$ cat config.mk
export PLATFORM = sky130hd
export DESIGN_NAME = mem_access_unit_flat
export DESIGN_NICKNAME = d
export VERILOG_FILES = /design/src/rtl/mem_access_unit_if.sv /design/src/rtl/mem_access_unit.sv /design/src/flat_wrapper.sv
export SDC_FILE = /design/constraint.sdc
export NUM_CORES = 1
export LEC_CHECK = 0
export BUFFER_PORTS_ARGS = -buffer_cell sky130_fd_sc_hd__buf_2
export CAP_MARGIN = 20
export CORE_ASPECT_RATIO = 1.75
export CORE_UTILIZATION = 46
export CTS_CLUSTER_DIAMETER = 50
export DETAILED_ROUTE_END_ITERATION = 16
export PLACE_DENSITY_LB_ADDON = 0.12
export SLEW_MARGIN = 20
export SYNTH_ARGS = -nofsm -noshare
export SYNTH_HDL_FRONTEND = slang
export SYNTH_SLANG_ARGS = --single-unit
$ cat constraint.sdc
create_clock -name clk -period 4.4 [get_ports clk]
set_clock_uncertainty 0.15 [all_clocks]
set_input_delay 0.88 -clock clk [delete_from_list [all_inputs] [get_ports clk]]
set_output_delay 0.88 -clock clk [all_outputs]
set_load 0.02 [all_outputs]
$ cat src/rtl/mem_access_unit_if.sv
// Data-memory request/acknowledge bus between the load/store stage and the
// data memory.
//   mem_req   : transaction request, held until acknowledged
//   mem_we    : 1 = write, 0 = read
//   mem_addr  : word-aligned address
//   mem_be    : byte enables, bit n = byte lane n (little-endian)
//   mem_wdata : lane-replicated store data
//   mem_rdata : read data, valid while mem_ack = 1
//   mem_ack   : transaction complete
// master = load/store unit side, slave = memory side.
interface mem_access_unit_if;
    logic        mem_req;
    logic        mem_we;
    logic [31:0] mem_addr;
    logic [3:0]  mem_be;
    logic [31:0] mem_wdata;
    logic [31:0] mem_rdata;
    logic        mem_ack;

    modport master (
        output mem_req, mem_we, mem_addr, mem_be, mem_wdata,
        input  mem_rdata, mem_ack
    );

    modport slave (
        input  mem_req, mem_we, mem_addr, mem_be, mem_wdata,
        output mem_rdata, mem_ack
    );
endinterface

$ cat src/rtl/mem_access_unit.sv
// Load/store stage: runs one data-memory transaction per accepted memory
// instruction. Handles alignment checks, byte enables, store-lane replication,
// load sign/zero extension, an ack timeout, and pipeline stalling.
// Ports:
//   clk, rst  : clock (rising edge), asynchronous active-high reset
//   start     : memory instruction valid (sampled only when idle)
//   mem_op    : 000 LB, 001 LH, 010 LW, 011 SB, 100 LBU, 101 LHU, 110 SH, 111 SW
//   Addr      : effective address from the ALU
//   busB      : store data
//   stall     : freeze pipeline
//   done      : one-cycle completion pulse (normal or faulted)
//   rd_data   : extended load result, valid with done, held until next load
//   misalign  : one-cycle pulse, access rejected for alignment
//   bus_err   : one-cycle pulse, ack timeout
//   bus       : data-memory bus (master side)
module mem_access_unit #(
    parameter int TIMEOUT = 255
) (
    input  logic        clk,
    input  logic        rst,
    input  logic        start,
    input  logic [2:0]  mem_op,
    input  logic [31:0] Addr,
    input  logic [31:0] busB,
    output logic        stall,
    output logic        done,
    output logic [31:0] rd_data,
    output logic        misalign,
    output logic        bus_err,
    mem_access_unit_if.master bus
);

    typedef enum logic [1:0] {
        ST_IDLE  = 2'd0,
        ST_REQ   = 2'd1,
        ST_DONE  = 2'd2,
        ST_FAULT = 2'd3
    } state_t;

    localparam logic [7:0] TIMEOUT_LAST = 8'(TIMEOUT - 1);

    // ---------------------------------------------------------------------
    // Opcode decode helpers
    // ---------------------------------------------------------------------
    function automatic logic op_is_load(input logic [2:0] op);
        case (op)
            3'b000, 3'b001, 3'b010, 3'b100, 3'b101: op_is_load = 1'b1;
            default:                                op_is_load = 1'b0;
        endcase
    endfunction

    // 0 = byte, 1 = halfword, 2 = word
    function automatic logic [1:0] op_size(input logic [2:0] op);
        case (op)
            3'b000, 3'b011, 3'b100: op_size = 2'd0;
            3'b001, 3'b101, 3'b110: op_size = 2'd1;
            default:                op_size = 2'd2;
        endcase
    endfunction

    function automatic logic op_misaligned(input logic [2:0] op, input logic [1:0] lo);
        case (op_size(op))
            2'd0:    op_misaligned = 1'b0;
            2'd1:    op_misaligned = lo[0];
            default: op_misaligned = (lo != 2'b00);
        endcase
    endfunction

    function automatic logic [3:0] op_be(input logic [2:0] op, input logic [1:0] lo);
        case (op_size(op))
            2'd0:    op_be = 4'b0001 << lo;
            2'd1:    op_be = lo[1] ? 4'b1100 : 4'b0011;
            default: op_be = 4'b1111;
        endcase
    endfunction

    function automatic logic [31:0] op_wdata(input logic [2:0] op, input logic [31:0] data);
        case (op_size(op))
            2'd0:    op_wdata = {4{data[7:0]}};
            2'd1:    op_wdata = {2{data[15:0]}};
            default: op_wdata = data;
        endcase
    endfunction

    // Shift the addressed lane down to bit 0, then extend to 32 bits.
    function automatic logic [31:0] load_extract(input logic [2:0] op, input logic [1:0] lo,
                                                 input logic [31:0] rdata);
        logic [31:0] lane;
        lane = rdata >> {lo, 3'b000};
        case (op)
            3'b000:  load_extract = {{24{lane[7]}}, lane[7:0]};
            3'b001:  load_extract = {{16{lane[15]}}, lane[15:0]};
            3'b100:  load_extract = {24'h000000, lane[7:0]};
            3'b101:  load_extract = {16'h0000, lane[15:0]};
            default: load_extract = rdata;
        endcase
    endfunction

    // ---------------------------------------------------------------------
    // State and registers
    // ---------------------------------------------------------------------
    state_t      r_state;
    state_t      w_next;
    logic [2:0]  r_op;
    logic [1:0]  r_addr_lo;
    logic [7:0]  r_cnt;
    logic        r_done;
    logic        r_misalign;
    logic        r_bus_err;
    logic        r_mem_req;
    logic        r_mem_we;
    logic [31:0] r_mem_addr;
    logic [3:0]  r_mem_be;
    logic [31:0] r_mem_wdata;
    logic [31:0] r_rd_data;

    logic        w_accept;
    logic        w_start_misaligned;
    logic        w_take_misalign;
    logic        w_take_timeout;
    logic        w_ack_in_req;
    logic        w_stall;

    // Next-state decode, fault classification and stall.
    always_comb begin
        w_next             = r_state;
        w_accept           = 1'b0;
        w_start_misaligned = op_misaligned(mem_op, Addr[1:0]);
        w_take_misalign    = 1'b0;
        w_take_timeout     = 1'b0;
        w_ack_in_req       = 1'b0;
        w_stall            = 1'b0;
        case (r_state)
            ST_IDLE: begin
                if (start) begin
                    w_accept = 1'b1;
                    w_stall  = 1'b1;
                    if (w_start_misaligned) begin
                        w_next          = ST_FAULT;
                        w_take_misalign = 1'b1;
                    end else begin
                        w_next = ST_REQ;
                    end
                end else begin
                    w_next = ST_IDLE;
                end
            end
            ST_REQ: begin
                w_stall = 1'b1;
                // An ack on the final count still completes normally.
                if (bus.mem_ack) begin
                    w_next       = ST_DONE;
                    w_ack_in_req = 1'b1;
                end else if (r_cnt == TIMEOUT_LAST) begin
                    w_next         = ST_FAULT;
                    w_take_timeout = 1'b1;
                end else begin
                    w_next = ST_REQ;
                end
            end
            ST_DONE:  w_next = ST_IDLE;
            ST_FAULT: w_next = ST_IDLE;
            default:  w_next = ST_IDLE;
        endcase
    end

    // State register, registered bus/status outputs, timeout counter, load capture.
    always_ff @(posedge clk or posedge rst) begin
        if (rst) begin
            r_state     <= ST_IDLE;
            r_op        <= 3'b000;
            r_addr_lo   <= 2'b00;
            r_cnt       <= 8'd0;
            r_done      <= 1'b0;
            r_misalign  <= 1'b0;
            r_bus_err   <= 1'b0;
            r_mem_req   <= 1'b0;
            r_mem_we    <= 1'b0;
            r_mem_addr  <= 32'h0000_0000;
            r_mem_be    <= 4'b0000;
            r_mem_wdata <= 32'h0000_0000;
            r_rd_data   <= 32'h0000_0000;
        end else begin
            r_state    <= w_next;
            r_done     <= (w_next == ST_DONE) || (w_next == ST_FAULT);
            r_misalign <= w_take_misalign;
            r_bus_err  <= w_take_timeout;
            r_mem_req  <= (w_next == ST_REQ);

            if (w_accept) begin
                r_op      <= mem_op;
                r_addr_lo <= Addr[1:0];
                // Bus fields only change for an access that will go out, so they
                // stay stable for the whole request.
                if (!w_start_misaligned) begin
                    r_mem_we    <= !op_is_load(mem_op);
                    r_mem_addr  <= {Addr[31:2], 2'b00};
                    r_mem_be    <= op_be(mem_op, Addr[1:0]);
                    r_mem_wdata <= op_wdata(mem_op, busB);
                end else begin
                    r_mem_we <= r_mem_we;
                end
            end else begin
                r_op <= r_op;
            end

            if (w_accept) begin
                r_cnt <= 8'd0;
            end else if ((r_state == ST_REQ) && !bus.mem_ack) begin
                r_cnt <= r_cnt + 8'd1;
            end else begin
                r_cnt <= r_cnt;
            end

            if (w_ack_in_req && op_is_load(r_op)) begin
                r_rd_data <= load_extract(r_op, r_addr_lo, bus.mem_rdata);
            end else begin
                r_rd_data <= r_rd_data;
            end
        end
    end

    // stall must rise in the start cycle itself, so it is decoded from state + start.
    assign stall         = w_stall;
    assign done          = r_done;
    assign misalign      = r_misalign;
    assign bus_err       = r_bus_err;
    assign rd_data       = r_rd_data;
    assign bus.mem_req   = r_mem_req;
    assign bus.mem_we    = r_mem_we;
    assign bus.mem_addr  = r_mem_addr;
    assign bus.mem_be    = r_mem_be;
    assign bus.mem_wdata = r_mem_wdata;

endmodule

$ cat src/flat_wrapper.sv
// flat-port wrapper written by rule: the top's interface ports become plain ports
module mem_access_unit_flat 
#(
    parameter int TIMEOUT = 255
)
  (clk, rst, start, mem_op, Addr, busB, stall, done, rd_data, misalign, bus_err, bus_mem_req, bus_mem_we, bus_mem_addr, bus_mem_be, bus_mem_wdata, bus_mem_rdata, bus_mem_ack);
  mem_access_unit_if bus_i ();
  input  logic clk;
  input  logic rst;
  input  logic start;
  input  logic [2:0] mem_op;
  input  logic [31:0] Addr;
  input  logic [31:0] busB;
  output logic stall;
  output logic done;
  output logic [31:0] rd_data;
  output logic misalign;
  output logic bus_err;
  output wire logic [$bits(bus_i.mem_req)-1:0] bus_mem_req;
  output wire logic [$bits(bus_i.mem_we)-1:0] bus_mem_we;
  output wire logic [$bits(bus_i.mem_addr)-1:0] bus_mem_addr;
  output wire logic [$bits(bus_i.mem_be)-1:0] bus_mem_be;
  output wire logic [$bits(bus_i.mem_wdata)-1:0] bus_mem_wdata;
  input wire logic [$bits(bus_i.mem_rdata)-1:0] bus_mem_rdata;
  input wire logic [$bits(bus_i.mem_ack)-1:0] bus_mem_ack;
  assign bus_mem_req = bus_i.mem_req;
  assign bus_mem_we = bus_i.mem_we;
  assign bus_mem_addr = bus_i.mem_addr;
  assign bus_mem_be = bus_i.mem_be;
  assign bus_mem_wdata = bus_i.mem_wdata;
  assign bus_i.mem_rdata = bus_mem_rdata;
  assign bus_i.mem_ack = bus_mem_ack;
  mem_access_unit #(.TIMEOUT(TIMEOUT)) u_core (.clk(clk), .rst(rst), .start(start), .mem_op(mem_op), .Addr(Addr), .busB(busB), .stall(stall), .done(done), .rd_data(rd_data), .misalign(misalign), .bus_err(bus_err), .bus(bus_i));
endmodule
==> impl_results.md, run 1 <==
* Status: finished clean
* PwrDens at 734 nW/um2
* Sw frac at 0.394
* Number of synthesized flops with an enable pin at 0
* WHS Endpoint: u_core.rd_data[2]
* Share of layout cells above drive strength 1 at 0.449
* Crit share post-route at 0.601
* Hold Crit Depth at 2
* Core area at 13000 um2
* Router iterations before antenna repair at 4
* Seq cells post-synth at 118
* Final TNS setup at 0 ns
* R2r worst-path depth at 3
* WP buf/inv at 2
* CTS Sinks at 118
* I/O pins at 209
* Reg2Reg Launch Point: u_core.r_addr_lo[1]
* CP Cell Sequence: buf_2 > nand2b_1 > a21oi_1 > buf_4 > mux2_2 > mux2_4
* Routability cong. at 0.842
* Drt first-iter violations at 204
* Final min period at 2.64 ns
* Die area at 13900 um2
* Crit path arrival time at 2.78 ns
* Endpoints failing setup at 0
* Worst-path clk slew at 0.06 ns
* Initial antenna violation count at 1
* Leak at 3.97 nW
* Critical path class: input port to flip-flop
* Crit-path leading delay family: multiplexers
* Critical Path Max Stage Delay at 0.45 ns
* Async set or reset register ratio after synthesis at 1.00
* PortBufs at 206
* Final net count at 831
* Root Buffer: clkbuf_16
* CTS buffer count at 17
* Slowest stage cell on the critical path: a21oi_1
* Die Y at 155 um
* FF-to-FF End: u_core.rd_data[9]
* # resized after CTS at 0
* Post-route ant nets at 0
* Worst VDD drop at 370 uV
* HP Class: flip-flop to flip-flop
* Gr usage total at 0.233
* Max Transition Viols Final at 0
* First-pass GRT wire length at 24700 um
* Die Span X at 89.5 um
* Synth Instances at 531
* Worst hold start: u_core.rd_data[2]
* Actual slew at the worst max-slew pin at 0.962 ns
* Layout fillers at 1156
* FP Rows at 55
* Final Hold Vio Count at 0
* Clock power share at 0.235
* Worst-Skew Late Latency at 0.41 ns
* Max Root-Sink Buffers at 2
* Post-synthesis sequential area ratio at 0.479
* Cell variety after synth at 47
* Critical path capture point type: flip-flop
* Comb pwr share at 0.428
* WL/cell at 16.8 um
* Drt drc at 0
* Synth Warn # at 0
* Via Count at 4829
* Commonest non-fill, non-tap cell in the layout: buf_2
* Initial Util at 0.474
* Critical Path RT at 4.54 ns
* NetSw at 0.00226 W
* Fin Hold WS at 0.328 ns
* GR Overflow Total at 0
* Post-CTS setup buffers at 0
* Slew HR at 0.357
* Worst Path Max Fanout at 22
* Vias/cell at 5.30
* Final wirelength at 15300 um
* Commonest non-fill, non-tap cells in the layout: 206 x buf_2, 118 x dfrtp_1, 59 x mux2_4
* Element type at the critical path start: input port
* Final HPWL DP at 11000 um
* RSZ-0062 raised after global routing: no
* Vias in the first global route at 4898
* Hold buffers post-CTS at 0
* Top FF cell, synth: dfrtp_1
* Max cap viols at 0
* Setup slack, reg-to-reg at 1.87 ns
* Reg power frac at 0.337
* Int Power at 0.00346 W
* Fmax at 378 MHz
* Avg Inst Size Synth at 11.6 um2
* CTS tree: yes
* Area of the mapped netlist at 6170 um2
* Pin count of the biggest net entering global routing at 72
* # H-tree levels at 4
* Area added between synthesis and finish at 26.3%
cells by family after synthesis:
| family | Yosys count | synth area share |
|---|---|---|
| AND/OR/NAND/NOR | 170 | 0.139 |
| flip-flops | 118 | 0.479 |
| multiplexers | 107 | 0.228 |
| AO/OA/AOI/OAI | 81 | 0.0901 |
| buffers and inverters | 44 | 0.0481 |
| XOR/XNOR | 8 | 0.0114 |
| adder cells (fa/ha/maj) | 2 | 0.00406 |
| other | 1 | 0.000608 |
worst max path at each step:
stage | from | to | slack (ns) | cells past startpoint
3_5_place_dp | mem_op[2] | u_core.bus.mem_wdata[12] | 1.32 | 6
5_1_grt | mem_op[2] | u_core.bus.mem_wdata[29] | 1.66 | 6
4_1_cts | mem_op[2] | u_core.bus.mem_wdata[12] | 1.76 | 6
3_3_place_gp | mem_op[2] | u_core.bus.mem_wdata[11] | 1.38 | 6
2_1_floorplan | rst | u_core.bus.mem_addr[10] | 0.24 | 1
6_report | mem_op[2] | u_core.bus.mem_wdata[12] | 1.76 | 6
metrics by stage:
| stage | util | cells | setup WS [ns] | total power [W] | cell area (um2) |
|---|---|---|---|---|---|
| finish | 0.599 | 911 | 1.76 | 0.00572 | 7790 |
| global route | 0.599 | 911 | 1.66 | 0.00606 | 7790 |
| detailed placement | 0.554 | 878 | 1.32 | 0.00440 | 7210 |
| CTS | 0.599 | 910 | 1.76 | 0.00578 | 7790 |
| global placement | 0.554 | 878 | 1.38 | 0.00434 | 7210 |
| floorplan | - | 532 | 0.241 | 0.00365 | 6170 |
layout make-up:
| type | instances | area [um2] | area share |
|---|---|---|---|
| well taps | 171 | 214 | 0.0275 |
| diodes | 1 | 2.50 | 0.000321 |
| inverters | 7 | 28.8 | 0.00369 |
| repair buffers | 212 | 1090 | 0.140 |
| clock inverters | 14 | 140 | 0.0180 |
| multi-input cells | 370 | 2920 | 0.375 |
| clock buffers | 18 | 439 | 0.0564 |
| flip-flops and latches | 118 | 2950 | 0.379 |
synthesized netlist by cell type, types with 3 or more instances:
cell | count | share of area
mux2_4 | 59 | 0.14
buf_2 | 9 | 0.0073
a221oi_1 | 16 | 0.023
nor2_1 | 31 | 0.019
and3_1 | 4 | 0.0041
nand3_1 | 36 | 0.029
xor2_1 | 6 | 0.0085
mux2_2 | 21 | 0.038
o21ai_0 | 30 | 0.024
nand2b_1 | 11 | 0.011
mux2i_1 | 26 | 0.042
a211oi_1 | 9 | 0.011
a21oi_1 | 13 | 0.011
clkbuf_1 | 15 | 0.0091
nand2_1 | 47 | 0.029
inv_1 | 7 | 0.0043
and2_1 | 9 | 0.0091
dfrtp_1 | 118 | 0.48
buf_12 | 6 | 0.019
nor2b_1 | 20 | 0.020
buf_1 | 3 | 0.0018
worst min-delay path, delay by kind of cell, from the launching register on:
kind | cells | cell delay (ns)
flip-flops | 1 | 0.33
AO/OA/AOI/OAI | 1 | 0.06
AND/OR/NAND/NOR | 1 | 0.05
power by group through the flow:
stage	Combinational, W	Clock [W]	Sequential [W]
finish	0.00245	0.00134	0.00193
floorplan	0.00123	0	0.00242
CTS	0.00248	0.00138	0.00193
detailed placement	0.00247	0	0.00193
global route	0.00265	0.00143	0.00199
global placement	0.00243	0	0.00192
flip-flops by register name (all words and copies together) (netlist names):
signal and cells:
u_core.bus.mem_wdata 32, u_core.rd_data 32, u_core.bus.mem_addr 30, u_core.r_cnt 8, u_core.bus.mem_be 4, u_core.r_op 3
u_core.r_addr_lo 2, u_core.r_state 2, u_core.bus.mem_req 1, u_core.bus.mem_we 1, u_core.bus_err 1, u_core.done 1
u_core.misalign 1
metal layers:
layer,vias up,global-route usage,share of wire
met1,2373,0.266,0.40
met2,148,0.408,0.53
li1,2276,-,-
met3,32,0.0525,0.043
met5,-,0,0
met4,0,0.101,0.031
No activity file was read; power rests on OpenSTA's default activity.
==> inputs of run 2 (changes only) <==
==> constraint.sdc (replaced) <==
create_clock -name clk -period 2.35 [get_ports clk]
set_clock_uncertainty 0.15 [all_clocks]
set_input_delay 0.47 -clock clk [delete_from_list [all_inputs] [get_ports clk]]
set_output_delay 0.47 -clock clk [all_outputs]
set_load 0.02 [all_outputs]
==> impl_results.md, run 2 (synthesis results as in run 1) <==
* Status: finished clean
* Element type at the critical path start: flip-flop
* Die Y at 155 um
* Fmax at 541 MHz
* Drt drc at 0
* WL/cell at 16.8 um
* Routability cong. at 0.842
* Area added between synthesis and finish at 28.9%
* Final wirelength at 15500 um
* Critical path capture point type: flip-flop
* Fin Hold WS at 0.151 ns
* Gr usage total at 0.238
* Reg power frac at 0.337
* FP Rows at 55
* CTS Sinks at 118
* PortBufs at 206
* CP Cell Sequence: or3b_1 > o32ai_1 > nor2b_1
* Commonest non-fill, non-tap cells in the layout: 206 x buf_2, 118 x dfrtp_1, 59 x mux2_4
* First-pass GRT wire length at 25300 um
* Critical Path Max Stage Delay at 0.62 ns
* Die area at 13900 um2
* Via Count at 4885
* Sw frac at 0.386
* Worst setup margin at 0.501 ns
* Drt first-iter violations at 162
* Crit share post-route at 0.787
* NetSw at 0.00411 W
* Number of diodes at 0
* Max Root-Sink Buffers at 2
* Core area at 13000 um2
* HP Class: input port to flip-flop
* Vias/cell at 5.28
* Post-route ant nets at 0
* Met3 WL post-DR at 737 um
* Comb pwr share at 0.444
* GR Overflow Total at 0
* RSZ-0062 raised after global routing: no
* Top sig layer: met4
* Final net count at 849
* Crit-path leading delay family: simple AND/OR/NAND/NOR gates
* WP buf/inv at 0
* Router iterations before antenna repair at 5
* Commonest non-fill, non-tap cell in the layout: buf_2
* Int Power at 0.00652 W
* CTS buffer count at 17
* Worst-path clk slew at 0.06 ns
* Met2 WL at 8510 um
* Slew HR at 0.591
* Initial Util at 0.474
* PwrDens at 1340 nW/um2
* I/O pins at 209
* # resized after CTS at 0
* Final min period at 1.85 ns
* Initial antenna violation count at 0
* Root Buffer: clkbuf_16
* Critical Path RT at 2.47 ns
* Worst VDD drop at 724 uV
* Worst Path Max Fanout at 14
* Final TNS setup at 0 ns
* Max Transition Viols Final at 0
* Final HPWL DP at 11600 um
* Share of layout cells above drive strength 1 at 0.457
* CTS tree: yes
* Clock power share at 0.219
* Leak at 4.06 nW
* Actual slew at the worst max-slew pin at 0.611 ns
* Worst-Skew Late Latency at 0.40 ns
* Max cap viols at 0
* Critical path class: flip-flop to flip-flop
* Endpoints failing setup at 0
* # H-tree levels at 4
* Crit path arrival time at 1.96 ns
* Layout fillers at 1115
* Slowest stage cell on the critical path: or3b_1
* WL met1 at 5960 um
* Pin count of the biggest net entering global routing at 45
* Vias in the first global route at 5179
* Final Hold Vio Count at 0
* Die Span X at 89.5 um
* Pre-CTS setup slack at 0.186 ns
==> run 2: path summary, 6_finish.rpt <==
kind | from | endpoint | slack (ns) | depth (start not counted)
max in group asynchronous | rst | u_core.bus.mem_wdata[18] | 1.19 | 4
setup / recovery | u_core.r_state[0] | u_core.bus.mem_req | 0.50 | 3
min in group asynchronous | rst | u_core.bus.mem_addr[28] | 0.39 | 3
setup reg to reg | u_core.r_state[0] | u_core.bus.mem_req | 0.50 | 3
hold reg to reg | u_core.rd_data[3] | u_core.rd_data[3] | 0.32 | 2
hold / removal | Addr[9] | u_core.bus.mem_addr[9] | 0.15 | 2
==> run 2: repair_timing <==
| item | in CTS | in global routing |
|---|---|---|
| hold buffers | 1 | 0 |
| endpoints found under the setup margin | 0 | 0 |
| hold endpoints to repair | 1 | 0 |
| buffers inserted | 0 | 0 |
==> run 2: power by group through the flow <==
| stage | clock network (W) | registers (W) | logic (W) |
|---|---|---|---|
| 2_1_floorplan | 0 | 0.00453 | 0.00231 |
| 5_1_grt | 0.00250 | 0.00372 | 0.00510 |
| 4_1_cts | 0.00238 | 0.00359 | 0.00477 |
| 3_3_place_gp | 0 | 0.00356 | 0.00465 |
| 3_5_place_dp | 0 | 0.00358 | 0.00477 |
| 6_report | 0.00233 | 0.00358 | 0.00472 |
==> run 2: metrics by stage <==
| stage | area, um2 | std cells | utilization | power, W |
|---|---|---|---|---|
| 6_report | 7950 | 926 | 0.611 | 0.0106 |
| 3_3_place_gp | 7410 | 895 | 0.570 | 0.00822 |
| 3_5_place_dp | 7410 | 895 | 0.570 | 0.00836 |
| 4_1_cts | 7950 | 926 | 0.611 | 0.0107 |
| 5_1_grt | 7950 | 926 | 0.611 | 0.0113 |
| 2_1_floorplan | 6180 | 532 | - | 0.00684 |
==> run 2: metal layers <==
layer / vias up / track usage
met5: - / 0
met4: 0 / 0.0801
met3: 18 / 0.0562
met2: 161 / 0.428
met1: 2400 / 0.268
li1: 2306 / -
==> run 2: area by class of cell <==
type / count / area, um2 / share of cell area
clock buffers: 20 / 447 / 0.0562
clock inverters: 10 / 83.8 / 0.0105
inverters: 7 / 30.0 / 0.00378
multi-input cells: 370 / 2920 / 0.368
flip-flops and latches: 118 / 2950 / 0.371
well taps: 171 / 214 / 0.0269
repair buffers: 230 / 1300 / 0.164
